[config.mk]
export PLATFORM = sky130hd
export DESIGN_NAME = ctrl_pipe
export DESIGN_NICKNAME = d
export VERILOG_FILES = /design/src/rtl/ctrl_pipe.sv
export SDC_FILE = /design/constraint.sdc
export NUM_CORES = 1
export LEC_CHECK = 0
export ABC_AREA = 1
export BUFFER_PORTS_ARGS = -buffer_cell sky130_fd_sc_hd__buf_2
export CAP_MARGIN = 5
export CORE_MARGIN = 8
export CORE_UTILIZATION = 51
export DETAILED_ROUTE_END_ITERATION = 8
export PLACE_DENSITY = 0.83
export SYNTH_ARGS = -nofsm -noshare
export SYNTH_HDL_FRONTEND = slang
export SYNTH_SLANG_ARGS = --single-unit
export TNS_END_PERCENT = 1
[constraint.sdc]
create_clock -name clk -period 3.1 [get_ports clk]
set_clock_uncertainty 0.2 [all_clocks]
set_input_delay 0.62 -clock clk [delete_from_list [all_inputs] [get_ports clk]]
set_output_delay 0.62 -clock clk [all_outputs]
set_load 0.02 [all_outputs]
[src/rtl/ctrl_pipe.sv]
// Pipelined control unit: decodes ID, carries control through EX/MEM/WB, stalls on data hazards, latches halt.
// Latency: ID -> ex_* 1 cycle, mem_* 2, wb_* 3; stall/decode combinational, everything else registered.
// Backpressure: stall holds ID and injects an EX bubble; `CTRL_FWD_EN` enables forwarding (load-use stall only).
module ctrl_pipe #(
    parameter int REG_AW = 4,
    parameter int OPC_W  = 4
) (
    input  logic              clk,
    input  logic              rst_n,
    input  logic              id_vld,
    input  logic [OPC_W-1:0]  id_opcode,
    input  logic [REG_AW-1:0] id_rs,
    input  logic [REG_AW-1:0] id_rt,
    input  logic [REG_AW-1:0] id_rd,
    input  logic              flush,
    output logic              stall,
    output logic              ex_alu_src,
    output logic              ex_mem_to_reg,
    output logic              ex_mem_wr,
    output logic              ex_reg_wren,
    output logic              ex_branch,
    output logic [REG_AW-1:0] ex_dst,
    output logic [REG_AW-1:0] ex_rs,
    output logic [REG_AW-1:0] ex_rt,
    output logic              mem_mem_to_reg,
    output logic              mem_mem_wr,
    output logic              mem_reg_wren,
    output logic [REG_AW-1:0] mem_dst,
    output logic              wb_mem_to_reg,
    output logic              wb_reg_wren,
    output logic [REG_AW-1:0] wb_dst,
    output logic              halt,
    output logic [1:0]        fwd_a,
    output logic [1:0]        fwd_b
);

    localparam logic [3:0] OP_ADD = 4'd0,  OP_SUB = 4'd1,  OP_XOR = 4'd2,  OP_RED = 4'd3;
    localparam logic [3:0] OP_SLL = 4'd4,  OP_SRA = 4'd5,  OP_ROR = 4'd6,  OP_PADDSB = 4'd7;
    localparam logic [3:0] OP_LW  = 4'd8,  OP_SW  = 4'd9,  OP_LHB = 4'd10, OP_LLB = 4'd11;
    localparam logic [3:0] OP_B   = 4'd12, OP_BR  = 4'd13, OP_PCS = 4'd14, OP_HLT = 4'd15;

    logic [3:0] op;
    logic       op_ok;
    logic       is_lw, is_sw, is_lhb, is_llb, is_b, is_br, is_pcs, is_hlt, is_shift;
    logic       uses_rs, uses_rt, hazard, live;
    logic       halt_pend, ex_hlt, mem_hlt;

    assign op = id_opcode[3:0];

    // Any nonzero bit above the decoded nibble makes the instruction invalid.
    generate
        if (OPC_W > 4) begin : g_opc_hi
            assign op_ok = (id_opcode[OPC_W-1:4] == '0);
        end else begin : g_opc_lo
            assign op_ok = 1'b1;
        end
    endgenerate

    function automatic logic src_hit(input logic [REG_AW-1:0] r,
                                     input logic [REG_AW-1:0] rs,
                                     input logic [REG_AW-1:0] rt,
                                     input logic u_rs,
                                     input logic u_rt);
        return (r != '0) && ((u_rs && rs == r) || (u_rt && rt == r));
    endfunction

    always_comb begin
        is_lw    = (op == OP_LW);
        is_sw    = (op == OP_SW);
        is_lhb   = (op == OP_LHB);
        is_llb   = (op == OP_LLB);
        is_b     = (op == OP_B);
        is_br    = (op == OP_BR);
        is_pcs   = (op == OP_PCS);
        is_hlt   = (op == OP_HLT);
        is_shift = (op == OP_SLL) || (op == OP_SRA) || (op == OP_ROR);
        uses_rs  = !(is_b || is_lhb || is_llb || is_pcs || is_hlt);
        uses_rt  = (op inside {OP_ADD, OP_SUB, OP_XOR, OP_RED, OP_PADDSB}) || is_sw;
    end

    always_comb begin
        hazard = 1'b0;
`ifdef CTRL_FWD_EN
        hazard = ex_mem_to_reg && ex_reg_wren &&
                 src_hit(ex_dst, id_rs, id_rt, uses_rs, uses_rt);
`else
        // WB producers are covered by the register file's write-first half-cycle.
        hazard = (ex_reg_wren  && src_hit(ex_dst,  id_rs, id_rt, uses_rs, uses_rt)) ||
                 (mem_reg_wren && src_hit(mem_dst, id_rs, id_rt, uses_rs, uses_rt));
`endif
        stall = id_vld && !flush && hazard;
    end

    assign live = id_vld && !flush && !stall && !halt_pend && op_ok;

    always_ff @(posedge clk or negedge rst_n) begin
        if (!rst_n) begin
            ex_alu_src     <= 1'b0;
            ex_mem_to_reg  <= 1'b0;
            ex_mem_wr      <= 1'b0;
            ex_reg_wren    <= 1'b0;
            ex_branch      <= 1'b0;
            ex_hlt         <= 1'b0;
            ex_dst         <= '0;
            ex_rs          <= '0;
            ex_rt          <= '0;
            mem_mem_to_reg <= 1'b0;
            mem_mem_wr     <= 1'b0;
            mem_reg_wren   <= 1'b0;
            mem_hlt        <= 1'b0;
            mem_dst        <= '0;
            wb_mem_to_reg  <= 1'b0;
            wb_reg_wren    <= 1'b0;
            wb_dst         <= '0;
            halt_pend      <= 1'b0;
            halt           <= 1'b0;
        end else begin
            ex_alu_src     <= live && (is_lw || is_sw || is_shift || is_lhb || is_llb);
            ex_mem_to_reg  <= live && is_lw;
            ex_mem_wr      <= live && is_sw;
            ex_reg_wren    <= live && (!op[3] || is_lw || is_lhb || is_llb || is_pcs);
            ex_branch      <= live && (is_b || is_br);
            ex_hlt         <= live && is_hlt;
            ex_dst         <= live ? (is_lw ? id_rt : id_rd) : '0;
            ex_rs          <= live ? id_rs : '0;
            ex_rt          <= live ? id_rt : '0;
            mem_mem_to_reg <= ex_mem_to_reg;
            mem_mem_wr     <= ex_mem_wr;
            mem_reg_wren   <= ex_reg_wren;
            mem_hlt        <= ex_hlt;
            mem_dst        <= ex_dst;
            wb_mem_to_reg  <= mem_mem_to_reg;
            wb_reg_wren    <= mem_reg_wren;
            wb_dst         <= mem_dst;
            halt_pend      <= halt_pend || (live && is_hlt);
            halt           <= halt || mem_hlt;
        end
    end

`ifdef CTRL_FWD_EN
    always_comb begin
        fwd_a = 2'b00;
        fwd_b = 2'b00;
        if (mem_reg_wren && mem_dst != '0 && mem_dst == ex_rs)
            fwd_a = 2'b10;
        else if (wb_reg_wren && wb_dst != '0 && wb_dst == ex_rs)
            fwd_a = 2'b01;
        if (mem_reg_wren && mem_dst != '0 && mem_dst == ex_rt)
            fwd_b = 2'b10;
        else if (wb_reg_wren && wb_dst != '0 && wb_dst == ex_rt)
            fwd_b = 2'b01;
    end
`else
    assign fwd_a = 2'b00;
    assign fwd_b = 2'b00;
`endif

endmodule

Word-level counts from Yosys, hierarchy flattened. Cells that the tools add are included.

Bits in registers: 34. Output and inout bits: 36. Word-level logic and storage cells: 90.

Equality and inequality tests: 19. Mux-type cells: 4. Reductions and logical operators: 48.

Operators with widths (number): $eq 4x4->1 const B (8); $logic_or 1x1->1 (21); $logic_and 1x1->1 (18); $eq 4x3->1 const B (4); $eq 4x4->1 (4); $mux 4 (4); $eq 4x2->1 const B (2); $reduce_bool 4->1 (2); $logic_not 1->1 (5); $reduce_bool 5->1 (1); $eq 4x1->1 const B (1); $logic_not 4->1 (1).

Logic depth before layout (Yosys ltp). Gate-level depths: netlist of run 1.

Depth after elaboration: 17. Mapped depth: 10.

Worst setup path after synthesis of run 1. Ideal clock, no wire load.

Path kind: input to output. Start point: input port id_opcode[0]. End point: output port stall. Data arrival time: 1.493 ns. Data required time: 2.280 ns. Slack: 0.787 ns. Stages on the path: 8. Path buffers: 0. Path through: inv_1 > nor2_1 > nand2_2 > nand2_1 > nand3_1 > nand2_1 > nand2_2 > a21oi_1.

Longest elaborated chain between the ends: 12. Elaborated cells on any way between the ends: 30. Those cells by class: eq/ne: 10; reduce/logical: 20.

Ends and longest elaborated chain: from (decl) (line 11) `input logic [OPC_W-1:0] id_opcode,`; $eq 4x4->1 (on tied branches) (line 72, 70); $logic_or 1x1->1 (4 in series) (line 77) `uses_rs = !(is_b || is_lhb || is_llb || is_pcs || is_hlt);`; $logic_not 1->1 (line 77); $logic_and 1x1->1 (line 64) `return (r != '0) && ((u_rs && rs == r) || (u_rt && rt == r));`; $logic_or 1x1->1 (line 64); $logic_and 1x1->1 (line 64); $logic_and 1x1->1 (on tied branches) (line 88, 89); $logic_or 1x1->1 (*) (line 88) `hazard = (ex_reg_wren && src_hit(ex_dst, id_rs, id_rt, uses_rs, uses_rt)) ||`; $logic_and 1x1->1 (*) (line 91) `stall = id_vld && !flush && hazard;`; to (decl) (line 16) `output logic stall,`.

Every way passes the cells marked *; elsewhere a longest branch is shown, timed or not.

Final worst setup path of run 1.
Start point: register mem_dst[0]. End point: output port stall.

Longest elaborated chain between the ends: 7. Elaborated cells on any way between the ends: 10. Those cells by class: eq/ne: 2; reduce/logical: 8.

Ends and longest elaborated chain: from (decl) (line 28) `output logic [REG_AW-1:0] mem_dst,`; from (signal assigned) (line 131) `mem_dst <= ex_dst;`; $eq 4x4->1 (line 64); $logic_and 1x1->1 (line 64); $logic_or 1x1->1 (line 64); $logic_and 1x1->1 (*) (line 64); $logic_and 1x1->1 (*) (line 89) `(mem_reg_wren && src_hit(mem_dst, id_rs, id_rt, uses_rs, uses_rt));`; $logic_or 1x1->1 (*) (line 88); $logic_and 1x1->1 (*) (line 91).

Marked as above.

==> metrics.md, run 1 <==
| Metric | Value |
|---|---|
| Share of post-route cells with drive strength above 1 | `27.2%` |
| TNS Setup | `0 ps` |
| Maximum VDD drop | `0.359 mV` |
| Hold/Removal Path Class | `in2async` |
| Finished Core Util | `between 60 and 70%` |
| Routed wl met3 | `~300 µm` |
| Slew headroom | `between 50 and 60%` |
| Die H | `around 70 µm` |
| Via density per instance | `roughly 4.8` |
| Reg2Reg Setup Slack | `roughly 1500 ps` |
| Final Hold Vio Count | `0` |
| CP max FO | `6` |
| Worst-case reg-to-reg path depth | `9` |
| Synth area leaders | `dfrtp_1 58%, nand2_1 13%, nor2_1 7.2%` |
| Syn_area_per_cell | `roughly 8.5 µm²` |
| Layout area overhead | `21.0%` |
| First-pass GRT wire length | `5.38 mm` |
| Die footprint | `about 4900 µm²` |
| Initial antenna violation count | `0` |
| Max-cap viol count | `0` |
| Sequential element share of the synthesized area | `between 50 and 60%` |
| Cts hold-fix bufs | `0` |
| Ports | `56` |
| Cell Area, Placed | `about 1700 µm²` |
| Met1 WL | `1.34 mm` |
| Crit path time final | `approximately 2500 ps` |
| RSZ-0062 raised after global routing | `no` |
| Top layer in use | `met4` |
| Largest net degree at the start of global routing | `35` |
| Most common cell after layout, fill and taps aside | `nand2_1` |
| Post-detailed-route count of antenna-violating nets | `0` |
| Critical Path Source | `mem_dst[0]$_DFF_PN0_` |
| Initial Util | `between 50 and 60%` |
| Slew @ Worst Pin | `713 ps` |
| # DRC | `0` |
| DRT Pass-1 Iters | `4` |
| Critical path capture point type | `primary output` |
| Wirelength per Cell | `roughly 12 µm` |
| Startpoint types | `flop` |
| Met2 wire length | `between 1.5 and 2 mm` |
| Final worst slack | `approximately 630 ps` |
| Final Slew Violations | `0` |
| Row Count | `19` |
| Synth top area share | `roughly 58%` |
| # placed instances | `around 250` |
| Design Area, Final | `1780 µm²` |
| Status | `finished, final reports clean` |
| Final Total Pwr | `~720 µW` |
| Area of the core | `about 2800 µm²` |
| Post-Syn Area | `1470 µm²` |
| Clock buffer count from CTS | `5` |
| Post-DP HPWL | `roughly 2.5 mm` |
| Max Freq | `around 400 MHz` |
| Antenna diodes | `0` |
| Post-Layout Cell Count | `between 200 and 300` |
| Worst-path clk slew | `100 ps` |
| Crit share post-route | `79.8%` |
| Most frequent cells in the layout | `52 x nand2_1, 51 x buf_2, 34 x dfrtp_1` |
| Nets@finish | `between 200 and 250` |
| Pleak | `between 1 and 1.5 nW` |
| Setup WS pre-CTS | `approximately 650 ps` |
| Die W | `approximately 70 µm` |
| Detailed Route Iter0 Violations | `43` |
| Crit path arrival time | `~1700 ps` |
| R2r startpoint | `mem_dst[0]$_DFF_PN0_` |
| WP data required | `about 2300 ps` |
| Max Root-Sink Buffers | `2` |
| CTS sink cnt | `34` |
| RR Endpoint | `ex_mem_to_reg$_DFF_PN0_` |
| Syn. warnings | `0` |
| Post-synthesis cell type count | `19` |
| Total gr overflow | `0` |
| Setup Buffers After CTS | `0` |
| Clk Latency, worst-skew pair | `about 330 ps` |
| GRT Util Overall | `between 10% and 20%` |
| Final setup viols | `0` |
| Worst Setup Path Type | `reg2out` |
| Flops & latches, synth | `34` |
| CTS HTree Levels | `2` |
| Vias in the first global route | `1201` |
| CTS tree | `yes` |
| # port buffers | `51` |
| Yosys top cell by area | `dfrtp_1` |
| Via count | `about 1200` |
| Cells after synthesis | `approximately 170` |
| CTS Root Cell | `clkbuf_4` |
| Routed WL | `3.23 mm` |
| Gpl congestion | `approximately 0.93` |
| Worst Hold Slack | `133 ps` |
| # resized after CTS | `0` |
| Cell Pwr Density | `about 400 nW/µm²` |
==> Yosys cell counts, drive strengths merged <==
master and count:
a21boi 1, a21oi 1, buf 5, conb 1, dfrtp 34, inv 25, nand2 55, nand3 7
nand4 1, nor2 29, nor3 1, o21a 1, o21ai 5, or2 1, xor2 5
==> power by group <==
part	switching [mW]	leakage, nW	total (mW)	internal, mW
registers	0.0000498	0.470	0.443	0.443
logic	0.0421	0.655	0.0629	0.0208
clock network	0.130	0.0254	0.215	0.0854
==> critical path, cell delays in order, from the launching register on <==
cell and delay [ps]:
dfrtp_1 450, inv_1 90, nand2_1 60, nand2_1 40, nor2_1 120, nand3_1 90
nand2_1 80, nand2_2 80, a21oi_1 130, buf_2 180
==> layer usage <==
layer | GRT usage (%) | up-vias
met4 | 6.03 | 0
met1 | 14.8 | 570
li1 | - | 616
met5 | 0 | -
met2 | 22.0 | 44
met3 | 6.72 | 4
==> area by class of cell <==
class	instances	area, µm²
clock buffers	7	45.0
fillers	251	980
inverters	25	93.8
multi-input cells	111	494
flip-flops and latches	34	851
well taps	31	38.8
repair buffers	51	255
==> how the worst max path moves through the flow <==
stage / end / slack (ps) / cells after the start
2_1_floorplan: stall / 790 / 8
3_3_place_gp: stall / 690 / 9
3_5_place_dp: stall / 650 / 10
4_1_cts: stall / 590 / 9
5_1_grt: stall / 430 / 9
6_report: stall / 630 / 9
==> cell families (layout without fill, tap and decap cells) <==
family          Yosys count  count (layout)  share of synthesized area, %
flops                    34              34                          57.9
buf+inv                  30              83                          9.20
xor+xnor                  5               5                          2.98
simple gates             94              94                          26.6
compound gates            8               8                          3.07
other cells               1               4                         0.255
(Power assumes the default switching activity.)
==> inputs of run 2 (changes only) <==
--- a/config.mk
+++ b/config.mk
@@ -9,9 +9,9 @@
 export BUFFER_PORTS_ARGS = -buffer_cell sky130_fd_sc_hd__buf_2
 export CAP_MARGIN = 5
 export CORE_MARGIN = 8
-export CORE_UTILIZATION = 51
+export CORE_UTILIZATION = 48
 export DETAILED_ROUTE_END_ITERATION = 8
-export PLACE_DENSITY = 0.83
+export PLACE_DENSITY = 0.79
 export SYNTH_ARGS = -nofsm -noshare
 export SYNTH_HDL_FRONTEND = slang
 export SYNTH_SLANG_ARGS = --single-unit
==> constraint.sdc (replaced) <==
create_clock -name clk -period 2.4 [get_ports clk]
set_clock_uncertainty 0.2 [all_clocks]
set_input_delay 0.48 -clock clk [delete_from_list [all_inputs] [get_ports clk]]
set_output_delay 0.48 -clock clk [all_outputs]
set_load 0.02 [all_outputs]
==> metrics.md, run 2 (same netlist as run 1, synthesis figures left out) <==
| Metric | Value |
|---|---|
| Via density per instance | `4.69 (was 4.76)` |
| CTS Root Cell | `clkbuf_4 (unchanged)` |
| CTS sink cnt | `34 (unchanged)` |
| Clk Latency, worst-skew pair | `330 ps (about the same)` |
| Share of post-route cells with drive strength above 1 | `34.5% (was 27.2%)` |
| Status | `complete, but fails checks (was finished, final reports clean)` |
| Pleak | `1.17 nW (was 1.15 nW)` |
| Die W | `71.3 µm (was 69.7 µm)` |
| Area of the core | `2980 µm² (was 2760 µm²)` |
| Antenna diodes | `0 (unchanged)` |
| Crit share post-route | `95.3%` |
| Hold/Removal Path Class | `in2async (unchanged)` |
| Max-cap viol count | `0 (unchanged)` |
| Failing checks | `hold timing` |
| Worst-path clk slew | `90 ps (was 100 ps)` |
| Initial Util | `49.3% (was 53.3%)` |
| Total gr overflow | `0 (unchanged)` |
| Detailed Route Iter0 Violations | `38 (was 43)` |
| CTS HTree Levels | `2 (unchanged)` |
| Post-DP HPWL | `2.45 mm (was 2.51 mm)` |
| Worst Setup Path Type | `reg2out (unchanged)` |
| RSZ-0062 raised after global routing | `yes (was no)` |
| CP max FO | `5 (was 6)` |
| Die H | `71.3 µm (was 69.7 µm)` |
| GRT Util Overall | `13.8% (was 13.6%)` |
| Cell Pwr Density | `506 nW/µm² (was 406 nW/µm²)` |
| Largest net degree at the start of global routing | `35 (unchanged)` |
| WP data required | `1720 ps (was 2280 ps)` |
| # DRC | `0 (unchanged)` |
| Nets@finish | `252 (was 248)` |
| Delay-heaviest family, CP | `flip-flops (was simple AND/OR/NAND/NOR gates)` |
| Layout area overhead | `25.2% (was 21.0%)` |
| Most frequent cells in the layout | `50 x nand2_1, 50 x buf_2, 31 x dfrtp_1 (was 52 x nand2_1, 51 x buf_2, 34 x dfrtp_1)` |
| Post-Layout Cell Count | `265 (was 259)` |
| Max Root-Sink Buffers | `2 (unchanged)` |
| Cell Area, Placed | `1740 µm² (was 1730 µm²)` |
| Vias in the first global route | `1227 (was 1201)` |
| Critical path capture point type | `primary output (unchanged)` |
| Worst Hold Slack | `-7.62 ps (was 133 ps)` |
| Clock buffer count from CTS | `5 (unchanged)` |
| Slowest cell delay on critical path | `440 ps (was 450 ps)` |
| Post-detailed-route count of antenna-violating nets | `0 (unchanged)` |
| Crit path time final | `approximately 2300 ps` |
| DRT Pass-1 Iters | `4 (unchanged)` |
| Setup WS pre-CTS | `233 ps (was 647 ps)` |
| Maximum VDD drop | `0.303 mV (was 0.359 mV)` |
| Routed WL | `3.18 mm (was 3.23 mm)` |
| CTS tree | `yes (unchanged)` |
| Slowest CP cell | `dfrtp_1 (unchanged)` |
| Wirelength per Cell | `12.0 µm (was 12.5 µm)` |
| First-pass GRT wire length | `5.47 mm (was 5.38 mm)` |
| Final Slew Violations | `0 (unchanged)` |
| Initial antenna violation count | `0 (unchanged)` |
| Design Area, Final | `1840 µm² (was 1780 µm²)` |
| Startpoint types | `flop (unchanged)` |
| Max Freq | `approximately 440 MHz` |
| Slew headroom | `52.9% (was 52.4%)` |
| Crit path arrival time | `1610 ps (was 1650 ps)` |
| Ordered list of cells on the worst path | `xor2_1 > nor2_1 > nand3_1 > nand2_1 > nand2_2 > a21oi_2 > buf_6 (was inv_1 > nand2_1 > nand2_1 > nor2_1 > nand3_1 > nand2_1 > nand2_2 > a21oi_1 > buf_2)` |
| Final Hold Vio Count | `28 (was 0)` |
| Row Count | `20 (was 19)` |
| # port buffers | `51 (unchanged)` |
| Via count | `1243 (was 1234)` |
| Die footprint | `5090 µm² (was 4850 µm²)` |
| Final worst slack | `113 ps (was 626 ps)` |
| Ports | `56 (unchanged)` |
| Final setup viols | `0 (unchanged)` |
| Gpl congestion | `0.804 (was 0.929)` |
| # placed instances | `254 (was 252)` |
| Slew @ Worst Pin | `707 ps (was 713 ps)` |
| Critical path buffers and inverters | `1 (was 2)` |
[run 2: path summary, 6_finish.rpt]
kind                                            from  slack [ps]  cells after the start              endpoint
worst max register to register   ex_dst[3]$_DFF_PN0_         790                      7    ex_rt[2]$_DFF_PN0_
max in group asynchronous                      rst_n        1510                      1  mem_dst[2]$_DFF_PN0_
min in group clk                    ex_hlt$_DFF_PN0_         150                      0     mem_hlt$_DFF_PN0_
worst min-delay path                           rst_n          -8                      1    ex_rt[1]$_DFF_PN0_
worst max-delay path            mem_dst[1]$_DFF_PN0_         110                      7                 stall
worst min register to register      ex_hlt$_DFF_PN0_         150                      0     mem_hlt$_DFF_PN0_
[run 2: per-stage QoR]
step / power (mW) / util (%) / setup TNS [ps]
floorplan: 0.631 / - / 0
global placement: 0.662 / 58.3 / 0
detailed placement: 0.665 / 58.3 / 0
CTS: 0.944 / 59.9 / 0
global route: 0.984 / 61.8 / -75.5
finish: 0.931 / 61.8 / 0
[run 2: cell type report]
| cell class | count | area [µm²] |
|---|---|---|
| clock buffer | 5 | 37.5 |
| timing repair buffer | 55 | 292 |
| fill | 261 | 1140 |
| tap | 33 | 41.3 |
| sequential | 34 | 855 |
| inverter | 25 | 93.8 |
| multi-input combinational | 111 | 510 |
| clock inverter | 2 | 10.0 |
[run 2: metal layers]
metal  vias up  track usage, %  part of all wire [%]
li1        625               -                     -
met1       570            15.7                    43
met2        42            22.6                    47
met3         6            4.74                   6.8
met4         0            6.93                   2.2
met5         -               0                     0
[run 2: report_power, final]
group / switching [mW] / total [mW] / internal, mW
combinational: 0.0553 / 0.0829 / 0.0276
sequential: 0.0000724 / 0.573 / 0.572
clock: 0.171 / 0.276 / 0.105
[run 2: repair_timing]
action,4_1_cts,5_1_grt
resized for setup,0,14
setup buffers,0,4
hold buffers,0,0
endpoints found under the setup margin,0,1
==> inputs of run 3 (changes only) <==
--- a/config.mk
+++ b/config.mk
@@ -5,13 +5,14 @@
 export SDC_FILE = /design/constraint.sdc
 export NUM_CORES = 1
 export LEC_CHECK = 0
-export ABC_AREA = 1
+export ABC_AREA = 0
 export BUFFER_PORTS_ARGS = -buffer_cell sky130_fd_sc_hd__buf_2
 export CAP_MARGIN = 5
 export CORE_MARGIN = 8
-export CORE_UTILIZATION = 48
+export CORE_UTILIZATION = 47
+export CTS_CLUSTER_DIAMETER = 80
 export DETAILED_ROUTE_END_ITERATION = 8
-export PLACE_DENSITY = 0.79
+export PLACE_DENSITY = 0.78
 export SYNTH_ARGS = -nofsm -noshare
 export SYNTH_HDL_FRONTEND = slang
 export SYNTH_SLANG_ARGS = --single-unit
==> metrics.md, run 3 <==
| Metric | Value |
|---|---|
| CTS tree | `yes (unchanged)` |
| Initial Util | `47.4% (was 49.3%)` |
| Max Root-Sink Buffers | `2 (unchanged)` |
| Crit path time final | `2480 ps (was 2290 ps)` |
| Slowest CP cell | `dfrtp_1 (unchanged)` |
| Hold/Removal Path Class | `in2async (unchanged)` |
| RSZ-0062 raised after global routing | `yes (unchanged)` |
| Initial antenna violation count | `0 (unchanged)` |
| Cell Pwr Density | `628 nW/µm² (was 506 nW/µm²)` |
| Max Freq | `404 MHz (was 437 MHz)` |
| Post-Layout Cell Count | `205 (was 265)` |
| Cell Area, Placed | `1690 µm² (was 1740 µm²)` |
| Largest net degree at the start of global routing | `35 (unchanged)` |
| GRT Util Overall | `13.7% (was 13.8%)` |
| Post-synth EDFFs | `0 (unchanged)` |
| Startpoint types | `flop (unchanged)` |
| Vias in the first global route | `1138 (was 1227)` |
| DRT Pass-1 Iters | `4 (unchanged)` |
| Yosys top cell by area | `dfrtp_1 (unchanged)` |
| Routed WL | `3.25 mm (was 3.18 mm)` |
| Antenna diodes | `0 (unchanged)` |
| Design Area, Final | `1830 µm² (was 1840 µm²)` |
| WP data required | `1720 ps (about the same)` |
| Max-cap viol count | `0 (unchanged)` |
| Cells after synthesis | `110 (was 172)` |
| Worst-path clk slew | `100 ps (was 90 ps)` |
| Final Total Pwr | `1.15 mW (was 931 µW)` |
| Setup WS pre-CTS | `199 ps (was 233 ps)` |
| Synth Flop Type | `dfrtp_1 (unchanged)` |
| Syn_area_per_cell | `12.7 µm² (was 8.54 µm²)` |
| CTS Root Cell | `clkbuf_4 (unchanged)` |
| Cts hold-fix bufs | `0 (unchanged)` |
| Async SR Flop Fraction | `100% (unchanged)` |
| Nets@finish | `191 (was 252)` |
| Final Hold Vio Count | `0 (was 28)` |
| Ports | `56 (unchanged)` |
| Failing checks | `setup timing (was hold timing)` |
| Die H | `70.6 µm (was 71.3 µm)` |
| Slowest cell delay on critical path | `490 ps (was 440 ps)` |
| Sequential element share of the synthesized area | `60.8% (was 57.9%)` |
| Final Slew Violations | `0 (unchanged)` |
| CP max FO | `5 (unchanged)` |
| First-pass GRT wire length | `5.43 mm (was 5.47 mm)` |
| Most common cell after layout, fill and taps aside | `buf_2` |
| Post-synthesis cell type count | `24 (was 19)` |
| Detailed Route Iter0 Violations | `42 (was 38)` |
| Via count | `1058 (was 1243)` |
| Row Count | `20 (unchanged)` |
| Via density per instance | `5.16 (was 4.69)` |
| Clk Latency, worst-skew pair | `310 ps (was 330 ps)` |
| # placed instances | `194 (was 254)` |
| Fill count | `247 (was 261)` |
| Most frequent cells in the layout | `50 x buf_2, 30 x dfrtp_1, 15 x xnor2_1 (was 50 x nand2_1, 50 x buf_2, 31 x dfrtp_1)` |
| Status | `complete, but fails checks (unchanged)` |
| Maximum VDD drop | `0.298 mV (was 0.303 mV)` |
| Flops & latches, synth | `34 (unchanged)` |
| Final setup viols | `1 (was 0)` |
| Synth top area share | `60.8% (was 57.9%)` |
| CTS sink cnt | `34 (unchanged)` |
| Clock buffer count from CTS | `5 (unchanged)` |
| Worst Setup Path Type | `reg2out (unchanged)` |
| Crit path arrival time | `1800 ps (was 1610 ps)` |
| Synth area leaders | `dfrtp_1 61%, xnor2_1 10%, and3_2 4.3% (was dfrtp_1 58%, nand2_1 13%, nor2_1 7.2%)` |
| Layout area overhead | `30.7% (was 25.2%)` |
| Ordered list of cells on the worst path | `o41ai_4 > o22ai_2 > a22oi_2 > nor2_1 > buf_4 (was xor2_1 > nor2_1 > nand3_1 > nand2_1 > nand2_2 > a21oi_2 > buf_6)` |
| Area of the core | `2950 µm² (was 2980 µm²)` |
| Gpl congestion | `0.875 (was 0.804)` |
| Post-synth top cells | `34 x dfrtp_1, 16 x xnor2_1, 9 x and3_1, 8 x and3_2, 5 x nand2_1 (was 52 x nand2_1, 34 x dfrtp_1, 28 x nor2_1, 25 x inv_1, 6 x nand3_1)` |
| Slew @ Worst Pin | `721 ps (was 707 ps)` |
| CTS HTree Levels | `2 (unchanged)` |
| # port buffers | `51 (unchanged)` |
| Die footprint | `4980 µm² (was 5090 µm²)` |
| Post-Syn Area | `1400 µm² (was 1470 µm²)` |
| Total gr overflow | `0 (unchanged)` |
| Post-DP HPWL | `2.44 mm (was 2.45 mm)` |
| Post-detailed-route count of antenna-violating nets | `0 (unchanged)` |
| Syn. warnings | `0 (unchanged)` |
| # DRC | `0 (unchanged)` |
| Slew headroom | `52.0% (was 52.9%)` |
| Die W | `70.6 µm (was 71.3 µm)` |
| Wirelength per Cell | `15.9 µm (was 12.0 µm)` |
| Worst-case reg-to-reg path depth | `5 (was 7)` |
| Pleak | `1.01 nW (was 1.17 nW)` |
| Critical path capture point type | `primary output (unchanged)` |
| Crit share post-route | `103% (was 95.3%)` |
| Share of post-route cells with drive strength above 1 | `51.2% (was 34.5%)` |
| Most common cell in the netlist | `dfrtp_1 (was nand2_1)` |
| Final worst slack | `-75.7 ps (was 113 ps)` |
-- run 3: report_power, final --
group | internal (mW) | switching [mW]
clock | 0.142 | 0.174
sequential | 0.606 | 0.0278
combinational | 0.0853 | 0.115
total | 0.833 | 0.316
-- run 3: cell type report --
class                      instances  area [µm²]  share of cell area (%)
tap                               33        41.3                    2.26
timing repair buffer              57         315                    17.2
clock buffer                       7        55.1                    3.01
sequential                        34         856                    46.8
multi-input combinational         72         554                    30.3
clock inverter                     1        5.00                   0.273
inverter                           1        3.75                   0.205
-- run 3: logic make-up (layout without fill, tap and decap cells) --
| logic type | count (synthesis) | in the layout | share of synthesized area (%) |
|---|---|---|---|
| other | 1 | 4 | 0.268 |
| AO/OA/AOI/OAI | 9 | 9 | 5.72 |
| flip-flops | 34 | 34 | 60.8 |
| buffers and inverters | 7 | 66 | 3.48 |
| multiplexers | 4 | 4 | 3.22 |
| XOR/XNOR | 16 | 16 | 10.0 |
| AND/OR/NAND/NOR | 39 | 39 | 16.5 |
-- run 3: worst paths after layout --
path                                     startpoint              endpoint  slack [ps]
worst max-delay path            ex_dst[3]$_DFF_PN0_                 stall         -80
worst min-delay path                          rst_n  mem_dst[2]$_DFF_PN0_           9
worst max register to register  ex_dst[3]$_DFF_PN0_    ex_rt[2]$_DFF_PN0_         440
worst min register to register     ex_hlt$_DFF_PN0_     mem_hlt$_DFF_PN0_         160
max in group asynchronous                     rst_n   ex_dst[1]$_DFF_PN0_        1490
min in group clk                   ex_hlt$_DFF_PN0_     mem_hlt$_DFF_PN0_         160
-- run 3: stage by stage --
step                      TNS (ps)  hold slack [ps]  utilization (%)
after floorplan                  0            -15.6                -
final                        -75.7             8.60             62.0
after global routing          -155             64.6             62.0
after global placement           0              139             57.1
after CTS                    -42.3             10.4             61.7
after detailed placement         0              143             57.1
-- run 3: worst max-delay path: cells and delay by family (launching register included) --
family          cells  cell delay (ps)
compound gates      3              770
buf+inv             1              150
flops               1              490
simple gates        1               60
-- run 3: repair_timing --
action | 4_1_cts | 5_1_grt
pin swaps | 5 | 4
resized for setup | 9 | 1
buffers inserted | 3 | 0
gates cloned | 0 | 0
endpoints found under the setup margin | 1 | 1
-- run 3: layer usage --
metal  global-route usage, %  vias up  wire, µm
li1                        -      493         -
met2                    21.8       39      1620
met5                       0        -         0
met3                    4.66        4       227
met1                    16.1      522      1360
met4                    7.39        0        44
